<file path="config.mk">
export PLATFORM = sky130hd
export DESIGN_NAME = hazard_pipe_ctrl
export DESIGN_NICKNAME = d
export VERILOG_FILES = /design/src/rtl/hazard_pipe_ctrl_pkg.sv /design/src/rtl/hazard_pipe_ctrl.sv
export SDC_FILE = /design/constraint.sdc
export NUM_CORES = 1
export LEC_CHECK = 0
export ABC_AREA = 1
export BUFFER_PORTS_ARGS = -buffer_cell sky130_fd_sc_hd__buf_2
export CAP_MARGIN = 20
export CORE_AREA = 2 2 75 48
export CTS_CLUSTER_SIZE = 10
export DETAILED_ROUTE_END_ITERATION = 8
export DIE_AREA = 0 0 77 50
export HOLD_SLACK_MARGIN = 0.05
export PLACE_DENSITY = 0.95
export RECOVER_POWER = 100
export SLEW_MARGIN = 20
export SYNTH_ARGS = -nofsm -noshare
export SYNTH_HDL_FRONTEND = slang
export SYNTH_SLANG_ARGS = --single-unit
export TNS_END_PERCENT = 10
</file>
<file path="constraint.sdc">
create_clock -name clk -period 1.4 [get_ports clk]
set_clock_uncertainty 0.05 [all_clocks]
set_input_delay 0.14 -clock clk [delete_from_list [all_inputs] [get_ports clk]]
set_output_delay 0.14 -clock clk [all_outputs]
set_load 0.005 [all_outputs]
</file>
<file path="src/rtl/hazard_pipe_ctrl_pkg.sv">
`default_nettype none
// ============================================================================
//  Module      : hazard_pipe_ctrl_pkg
//  Description : Shared constants for the decode/execute pipeline control:
//                RV32 base opcodes, the canonical NOP, forwarding select
//                encodings, flush FSM state type and the is_reg_write()
//                helper used by execute/writeback logic.
//  Revision    : 1.0  initial release
// ============================================================================
package hazard_pipe_ctrl_pkg;

    // RV32I base opcodes (instruction bits [6:0])
    localparam logic [6:0] c_OP_RTYPE  = 7'b0110011;
    localparam logic [6:0] c_OP_ITYPE  = 7'b0010011;
    localparam logic [6:0] c_OP_LOAD   = 7'b0000011;
    localparam logic [6:0] c_OP_STORE  = 7'b0100011;
    localparam logic [6:0] c_OP_BRANCH = 7'b1100011;
    localparam logic [6:0] c_OP_JAL    = 7'b1101111;
    localparam logic [6:0] c_OP_JALR   = 7'b1100111;
    localparam logic [6:0] c_OP_LUI    = 7'b0110111;
    localparam logic [6:0] c_OP_AUIPC  = 7'b0010111;

    // addi x0, x0, 0
    localparam logic [31:0] c_NOP_INST = 32'h0000_0013;

    // Operand source selects
    localparam logic [1:0] c_FWD_REGFILE = 2'b00;
    localparam logic [1:0] c_FWD_EX      = 2'b01;
    localparam logic [1:0] c_FWD_WB      = 2'b10;

    typedef enum logic [0:0] {
        ST_RUN   = 1'b0,
        ST_FLUSH = 1'b1
    } flush_state_t;

    // True for every opcode that writes a destination register.
    function automatic logic is_reg_write(input logic [6:0] opcode);
        logic w;
        w = 1'b0;
        case (opcode)
            c_OP_RTYPE, c_OP_ITYPE, c_OP_LOAD, c_OP_JAL,
            c_OP_JALR, c_OP_LUI, c_OP_AUIPC: w = 1'b1;
            default:                         w = 1'b0;
        endcase
        return w;
    endfunction

endpackage
`default_nettype wire

</file>
<file path="src/rtl/hazard_pipe_ctrl.sv">
`default_nettype none
// ============================================================================
//  Module      : hazard_pipe_ctrl
//  Description : Decode/execute pipeline control on the datapath side of the
//                controller. Packs datapath_contents for the controller,
//                turns its hazard_controls into forwarding selects, fetch
//                stall and execute bubble, and squashes wrong-path fetch
//                words after a redirect with a small flush FSM.
//  Ports       : clk, rst_n (sync, active-low)
//                inst_d            - instruction from fetch/IMEM
//                redirect          - taken branch/jump resolved in execute
//                hazard_controls   - {DhazRs1, DhazRs2, LHazRs1, LHazRs2, LHazEn}
//                datapath_contents - {20'b0, ex rd, ex opcode, decode inst}
//                fwd_a_sel/b_sel   - 00 regfile, 01 execute, 10 writeback
//                stall_f           - hold PC / IMEM output register
//                bubble_x          - load NOP into execute at next edge
//  Revision    : 1.0  initial release
// ============================================================================
module hazard_pipe_ctrl
    import hazard_pipe_ctrl_pkg::*;
#(
    parameter int FLUSH_DEPTH = 1   // legal 1..3, equals IMEM read latency
) (
    input  logic        clk,
    input  logic        rst_n,
    input  logic [31:0] inst_d,
    input  logic        redirect,
    input  logic [4:0]  hazard_controls,
    output logic [63:0] datapath_contents,
    output logic [1:0]  fwd_a_sel,
    output logic [1:0]  fwd_b_sel,
    output logic        stall_f,
    output logic        bubble_x
);

    localparam int                 c_CNT_W    = $clog2(FLUSH_DEPTH + 1);
    localparam logic [c_CNT_W-1:0] c_CNT_LOAD = c_CNT_W'(FLUSH_DEPTH);
    localparam logic [c_CNT_W-1:0] c_CNT_ONE  = c_CNT_W'(1);

    flush_state_t       r_state;
    logic [c_CNT_W-1:0] r_cnt;
    logic [31:0]        r_ex_q;
    logic [4:0]         r_wb_rd;
    logic               r_wb_we;

    logic [31:0]        w_inst_e;
    logic               w_lhaz_en;
    logic               w_wb_valid;

    // Only the load-use enable matters here; the per-operand load flags
    // are informational and the upper execute bits are not forwarded.
    logic w_unused_ok;
    assign w_unused_ok = &{1'b0, hazard_controls[2:1], r_ex_q[31:12]};

    // ------------------------------------------------------------------
    // Combinational outputs
    // ------------------------------------------------------------------
    always_comb begin
        w_inst_e   = (r_state == ST_FLUSH) ? c_NOP_INST : inst_d;
        w_lhaz_en  = hazard_controls[0];
        w_wb_valid = r_wb_we && (r_wb_rd != 5'd0);

        datapath_contents = {20'b0, r_ex_q[11:7], r_ex_q[6:0], w_inst_e};

        // Redirect wins: the fetch-side squash is handled by FLUSH, so
        // stalling fetch on the same cycle would only lose a slot.
        stall_f  = w_lhaz_en && !redirect;
        bubble_x = w_lhaz_en || redirect;

        // Execute-stage match has priority over writeback match.
        if (hazard_controls[4]) begin
            fwd_a_sel = c_FWD_EX;
        end else if (w_wb_valid && (w_inst_e[19:15] == r_wb_rd)) begin
            fwd_a_sel = c_FWD_WB;
        end else begin
            fwd_a_sel = c_FWD_REGFILE;
        end

        if (hazard_controls[3]) begin
            fwd_b_sel = c_FWD_EX;
        end else if (w_wb_valid && (w_inst_e[24:20] == r_wb_rd)) begin
            fwd_b_sel = c_FWD_WB;
        end else begin
            fwd_b_sel = c_FWD_REGFILE;
        end
    end

    // ------------------------------------------------------------------
    // Slots and flush FSM
    // ------------------------------------------------------------------
    always_ff @(posedge clk) begin
        if (!rst_n) begin
            r_state <= ST_RUN;
            r_cnt   <= '0;
            r_ex_q  <= c_NOP_INST;
            r_wb_rd <= 5'd0;
            r_wb_we <= 1'b0;
        end else begin
            r_ex_q  <= bubble_x ? c_NOP_INST : w_inst_e;
            r_wb_rd <= r_ex_q[11:7];
            r_wb_we <= is_reg_write(r_ex_q[6:0]);

            case (r_state)
                ST_RUN: begin
                    if (redirect) begin
                        r_state <= ST_FLUSH;
                        r_cnt   <= c_CNT_LOAD;
                    end
                end
                ST_FLUSH: begin
                    // A redirect during the window restarts the squash.
                    if (redirect) begin
                        r_cnt <= c_CNT_LOAD;
                    end else if (r_cnt == c_CNT_ONE) begin
                        r_state <= ST_RUN;
                        r_cnt   <= '0;
                    end else begin
                        r_cnt <= r_cnt - c_CNT_ONE;
                    end
                end
                default: begin
                    r_state <= ST_RUN;
                    r_cnt   <= '0;
                end
            endcase
        end
    end

endmodule
`default_nettype wire

</file>
[Word-level counts from Yosys, hierarchy flattened]
Index checks and enable logic that the tools add are counted.
Storage, ports and cells
  register bits after elaboration: 20
  bits in latches: 0
  memory bits (writable): 0
  ROM bits: 0
  output and inout bits: 70
  word-level logic and storage cells: 41
  memories: 0
Cells by class
  add/sub/neg operators: 1
  multipliers: 0
  div/mod/pow operators: 0
  order comparisons: 0
  equal/unequal tests: 10
  shifts and indexed selects: 0
  mux-type cells: 14
  bitwise gates (word level): 2
  reductions and logical operators: 9
Operators by type and width (count)
  $mux 32: 1
  $eq 7x5->1 const B: 2
  $eq 7x6->1 const B: 2
  $eq 7x7->1 const B: 2
  $eq 5x5->1: 2
  $mux 2: 4
  $eq 7x2->1 const B: 1
  $mux 1: 7
  $reduce_or 7->1: 1
  $reduce_bool 5->1: 1
  $logic_and 1x1->1: 4
  $pmux 1 s2: 2
  $ne 2x2->1 const B: 1
  $not 1->1: 2
  $reduce_or 2->1: 1
  $logic_not 1->1: 1
  $logic_or 1x1->1: 1
  $sub 1x1->1 const B: 1

[Longest topological paths before layout]
Gate-level depths: netlist of the first run.
  depth in word-level cells: 5
  depth in mapped cells: 8
  mapped depth without buffers: 7

[Worst setup path before layout of the first run]
Ideal clock, no wire load.
  path kind: reg2out
  start: reg r_state
  end: out fwd_b_sel[1]
  arrival: 899 ps
  slack: 311 ps
  stages on the path, launching flop included: 9
  cell sequence: dfxtp_1 -> inv_2 -> buf_6 -> nand2_2 -> nand2_1 -> nand2_1 -> nor2_1 -> nand2_1 -> nor2_1
On the way
  word-level cells in the longest chain between the ends: 5
RTL lines
  start: declaration: RTL line hazard_pipe_ctrl.sv:40  | flush_state_t r_state;
  start signal: assignment: RTL line hazard_pipe_ctrl.sv:93  | r_state <= ST_RUN;
  start signal: assignment: RTL line hazard_pipe_ctrl.sv:106  | r_state <= ST_FLUSH;
  start signal: assignment: RTL line hazard_pipe_ctrl.sv:115  | r_state <= ST_RUN;
  $mux 32: RTL line hazard_pipe_ctrl.sv:59  | w_inst_e = (r_state == ST_FLUSH) ? c_NOP_INST : inst_d;
  $eq 5x5->1: RTL line hazard_pipe_ctrl.sv:81  | end else if (w_wb_valid && (w_inst_e[24:20] == r_wb_rd)) begin
  $logic_and 1x1->1: RTL line hazard_pipe_ctrl.sv:81
  $mux 2: RTL line hazard_pipe_ctrl.sv:81
  $mux 2: RTL line hazard_pipe_ctrl.sv:79  | if (hazard_controls[3]) begin
  end: declaration: RTL line hazard_pipe_ctrl.sv:31  | output logic [1:0] fwd_b_sel,
No other way between the ends.

[Worst setup path in the final report of the first run]
  start: reg r_state
  end: out fwd_a_sel[1]
On the way
  word-level cells in the longest chain between the ends: 5
RTL lines
  $mux 32: RTL line hazard_pipe_ctrl.sv:59
  $eq 5x5->1: RTL line hazard_pipe_ctrl.sv:73  | end else if (w_wb_valid && (w_inst_e[19:15] == r_wb_rd)) begin
  $logic_and 1x1->1: RTL line hazard_pipe_ctrl.sv:73
  $mux 2: RTL line hazard_pipe_ctrl.sv:73
  $mux 2: RTL line hazard_pipe_ctrl.sv:71  | if (hazard_controls[4]) begin
  end: declaration: RTL line hazard_pipe_ctrl.sv:30  | output logic [1:0] fwd_a_sel,
No other way between the ends.

==> results of run 1 <==
routing by layer:
layer	track usage	vias to the layer above
li1	-	744
met4	0.0208	0
met3	0.0476	2
met2	0.289	48
met5	0	-
met1	0.210	624
worst max path at each step:
stage | end | startpoint | depth (start not counted)
floorplan | fwd_b_sel[1] | r_state | 8
global placement | fwd_b_sel[1] | r_state | 8
detailed placement | fwd_b_sel[1] | r_state | 8
CTS | fwd_b_sel[1] | r_state | 8
global route | fwd_b_sel[1] | r_state | 8
finish | fwd_a_sel[1] | r_state | 8
through the flow:
stage	setup WS [ns]	setup TNS, ns	std cells	hold WS [ns]	power (W)
3_5_place_dp	0.0103	0	334	0.309	0.000922
3_3_place_gp	0.0228	0	334	0.305	0.000913
6_report	-0.181	-0.631	346	0.0667	0.00151
5_1_grt	-0.272	-0.998	346	0.0793	0.00159
4_1_cts	-0.163	-0.624	346	0.0593	0.00151
2_1_floorplan	0.311	0	228	0.210	0.000822
what timing repair did:
action / CTS / global route
buffers inserted: 5 / 1
cloned: 1 / 0
hold buffers: 2 / 0
gates resized for setup: 11 / 6
pin swaps: 6 / 7
endpoints found under the setup margin: 5 / 5
endpoints found under the hold margin: 2 / 0
worst max-delay path: cells and delay by family (launching register included):
| kind | cells | cell delay, ns |
|---|---|---|
| flops | 1 | 0.38 |
| simple gates | 5 | 0.34 |
| buf+inv | 3 | 0.41 |
registers in the layout, summed over array words and instances, names as in the netlist:
register  count
r_wb_rd       5
r_ex_q       12
r_state       1
r_cnt         1
r_wb_we       1
synth_stat cells, drive strengths merged:
library cell	count
dfxtp	20
buf	28
conb	1
nand4	1
inv	50
nand3	15
nor2	36
a21oi	2
nor3	9
nand2	47
final cells by class:
cell class,instances,area [um^2]
repair buffers,96,513
clock inverters,1,30.0
well taps,45,56.3
multi-input cells,130,568
flip-flops and latches,20,404
clock buffers,3,41.3
inverters,50,190
fillers,334,1350
repair inverters,1,7.51
report_power, final:
group / switching [W] / internal, W / total, W
logic: 0.000186 / 0.000163 / 0.000349
clock network: 0.000178 / 0.000381 / 0.000559
registers: 0.0000116 / 0.000585 / 0.000597
cells by family after synthesis:
kind of cell	count (synthesis)
simple gates	108
other cells	1
buf+inv	78
flops	20
compound gates	2
==> impl_metrics.tcl, run 1 <==
set metrics [dict create \
    run_status "finished with violations" \
    violations "negative setup slack" \
    port_buffers 87 \
    clk_pin_slew_ns 0.07 \
    netlist.area_leader.share 0.319 \
    grt-ovfl-total 0 \
    crit_fanout 5 \
    synthAdderAreaFrac 0 \
    grt_max_degree 29 \
    synth_area_um2 1260 \
    r2r_start "r_state" \
    area_growth_syn_to_layout_pct 44.1 \
    postRouteAntennaNets 0 \
    top_level_ports 110 \
    grt_setup_unrepaired "true" \
    grt_usage 0.165 \
    cp_cell_sequence "clkinvlp_4, buf_6, nand3_2, nand2_1, nor2_1, nand2_1, nor2_1, buf_2" \
    crit_path_top_delay_cell "dfxtp_4" \
    cp.required_ns 1.21 \
    core_um2 3160 \
    die_w_um 77 \
    final_cell_mix "buf_2 (81), inv_1 (49), nand2_1 (39), nor2_1 (36), conb_1 (20)" \
    synth_simple_gate_area_frac 0.361 \
    yosys_register_bits 20 \
    layout_commonest_cell "buf_2" \
    antenna_cells 0 \
    vias_per_cell 4.10 \
    drive_gt1_frac 0.362 \
    avgSynthCellArea_um2 6.01 \
    drt-initial-drc-count 78 \
    r2r_slack_ns 0.10 \
    grt_pass1_wl_mm 5.20 \
    slowest_delay_ns 0.38 \
    gp_congestion 0.838 \
    setup_violations 5 \
    drv_cap 0 \
    yosysWarnings 0 \
    drt-met1-wl_mm 1.36 \
    cp-end-kind "output pin" \
    cellLeakagePower_nw 1.20 \
    dpl-instance-area_um2 1630 \
    min-delay-start "inst_d[0]" \
    grt_pass1_vias 1272 \
    max_freq_mhz 632 \
    muxShareOfSynthArea 0 \
    ys_types 15 \
    nNetsFinal 342 \
    setup_slack_ns -0.181 \
    cts_tree "yes" \
    hold_class "input port to flop" \
    die_area_um2 3850 \
    hpwl_mm 2.44 \
    fin_crit_sh 1.13 \
    top_layer_used "met4" \
    hold_viol_final 0 \
    routedWlPerCell_um 9.27 \
    synth_xor_area_frac 0 \
    first_pass_iters 4 \
    numCtsBuffers 3 \
    num_vias 1418 \
    rows 16 \
    htree_levels 1 \
    r2r_cells 7 \
    cts.sinks 20 \
    design_area_um2 1810 \
    root_buffer "clkbuf_8" \
    worstSkewPairLatency_ns 0.25 \
    wl_met3_um 250 \
    critical_path_class "flop to output pin" \
    maxSlewViolCount 0 \
    yosys-top-cells-area "dfxtp_1 (32%), inv_1 (15%), buf_4 (13%)" \
    powerDensity_nw_per_um2 831 \
    synth-compound-area-share 0.00797 \
    rr_endpoint "r_cnt" \
    route.met2.wl_mm 1.59 \
    utilization 0.572 \
    fin_crit_ns 1.58 \
    initial_core_util 0.397 \
    synth-seq-area-share 0.319 \
    worstHoldEndpoint "r_ex_q[0]" \
    start_kind "flop" \
    clock_path_buffers 2 \
    netlist_instances 209 \
    drc_errors 0 \
    min_path_cells 3 \
    routed_wl_mm 3.21 \
    peakVddDrop_uv 475 \
    antenna_found_initial 0 \
    synth_top_cell_by_area "dfxtp_1" \
    chipHeight_um 50 \
    synth_top_family_by_area "simple AND/OR/NAND/NOR gates" \
    critPathArrivalTime_ns 1.39 \
]
Power figures use the tool's default switching activity.
==> run 2: changes to the inputs <==
- CORE_AREA: 2 2 75 48 -> 2 2 78 50
- DIE_AREA: 0 0 77 50 -> 0 0 80 52
- PLACE_DENSITY: 0.95 -> 0.89
- clock period: 1.4 -> 1.72 ns (I/O delays scaled with it)
==> run 2 against run 1 <==
- the flow now finishes without violations
- critical path depth is 5 lower
- core utilization is 8.7 points lower
- register-to-register slack better by 0.48 ns
- hold slack better by 0.0099 ns
- sequential share of layout area is 1.6 points higher
- routed wire length is 7.5% lower
- critical path type unchanged
==> impl_metrics.tcl, run 2 (synthesized netlist as in run 1, its figures left out) <==
set metrics [dict create \
    root_buffer "clkbuf_8" \
    tns_ns 0 \
    gp_congestion 0.732 \
    worstSkewPairLatency_ns 0.25 \
    die_area_um2 4160 \
    rows 17 \
    num_vias 1364 \
    cp_cell_sequence "clkbuf_2, nor2_1, clkbuf_2" \
    grt_pass1_wl_mm 4.47 \
    area_growth_syn_to_layout_pct 34.7 \
    grt_usage 0.136 \
    antenna_cells 0 \
    dpl-instance-area_um2 1630 \
    setup_violations 0 \
    core_um2 3490 \
    grt_setup_unrepaired "false" \
    antenna_found_initial 0 \
    postCtsSetupBuffers 0 \
    grt-ovfl-total 0 \
    chipHeight_um 52 \
    cts_tree "yes" \
    peakVddDrop_uv 373 \
    clock_path_buffers 2 \
    port_buffers 87 \
    hpwl_mm 2.39 \
    dp.cells 335 \
    max_freq_mhz 645 \
    largest_register "r_ex_q" \
    critical_path_class "flop to output pin" \
    cellLeakagePower_nw 1.11 \
    crit_path_top_delay_cell "clkbuf_2" \
    hold_viol_final 0 \
    vias_per_cell 4.01 \
    first_pass_iters 4 \
    drive_gt1_frac 0.287 \
    critPathArrivalTime_ns 1.33 \
    drv_cap 0 \
    grt_pass1_vias 1089 \
    reg_top3 "r_ex_q x12, r_wb_rd x5" \
    design_area_um2 1690 \
    maxSlewViolCount 0 \
    nNetsFinal 334 \
    initial_core_util 0.360 \
    slowest_delay_ns 0.43 \
    postRouteAntennaNets 0 \
    hold_class "input port to flop" \
    clk_pin_slew_ns 0.07 \
    die_w_um 80 \
    drc_errors 0 \
    holdBufCountCts 0 \
    cp-end-kind "output pin" \
    routed_wl_mm 2.97 \
    crit_fanout 28 \
    crit_top_cell "clkbuf_2" \
    layout_commonest_cell "buf_2" \
    cts.sinks 20 \
    r2r_slack_ns 0.58 \
    critical_path.top_delay_family "buffers and inverters" \
    routedWlPerCell_um 8.73 \
    grt_max_degree 29 \
    fin_crit_sh 0.901 \
    final_cells 340 \
    run_status "finished, final reports clean" \
    start_kind "flop" \
    drt-initial-drc-count 49 \
    numCtsBuffers 3 \
    cp_num_buf_inv 2 \
    largest_register_ffs 12 \
    fin_crit_ns 1.55 \
    htree_levels 1 \
    top_level_ports 110 \
    powerDensity_nw_per_um2 708 \
    cp.required_ns 1.50 \
    final_cell_mix "buf_2 (62), inv_1 (49), nand2_1 (43), nor2_1 (35), conb_1 (20)" \
]
## run 2: cell count changes in the layout (fill, tap and decap cells not counted), moves of 2 or more
cell	change
dlygate4sd3_1	-2
buf_6	-3
buf_4	-4
buf_2	-19
nand2_2	-4
clkbuf_2	+9
clkbuf_1	+11
nand3_2	-5
nand2_1	+4
nand3_1	+5
## run 2: final cells by class
type	count	area, um^2
fill	396	1800
multi-input combinational	130	536
timing repair buffer	88	420
sequential	20	404
inverter	50	193
tap	47	58.8
clock buffer	3	41.3
clock inverter	1	30.0
timing repair inverter	1	8.76
## run 2: per-layer routing
layer  vias to the layer above  track usage  wire length [um]
met3                         0       0.0417               159
met2                        34        0.229              1430
met5                         -            0                 0
met4                         0       0.0169                 0
met1                       602        0.177              1380
li1                        728            -                 -
## run 2: report_power, final
group	switching (W)	total (W)	internal, W
Clock	0.000151	0.000461	0.000310
Combinational	0.000141	0.000249	0.000107
Sequential	0.0000106	0.000487	0.000476
## run 2: final timing paths
check / from / to / cells after the start
max: r_state / datapath_contents[7] / 3
min: inst_d[0] / r_ex_q[0] / 3
min reg2reg: r_ex_q[11] / r_wb_rd[4] / 2
max reg2reg: r_state / r_ex_q[3] / 2
## run 2: metrics by stage
step | total power [W] | hold slack, ns | setup WS (ns) | util
global route | 0.00128 | 0.0721 | 0.00307 | 0.485
floorplan | 0.000669 | 0.242 | 0.599 | -
detailed placement | 0.000748 | 0.338 | 0.213 | 0.467
CTS | 0.00121 | 0.0679 | 0.0509 | 0.488
finish | 0.00120 | 0.0766 | 0.171 | 0.485
global placement | 0.000742 | 0.336 | 0.238 | 0.467
## run 2: worst min-delay path, cell delays in order
cell and delay, ns:
buf_2 0.07, inv_1 0.04, nand3_1 0.06
## run 2: what timing repair did
action	CTS	global route
resized for setup	1	7
setup endpoints to repair	2	2
cloned	0	1
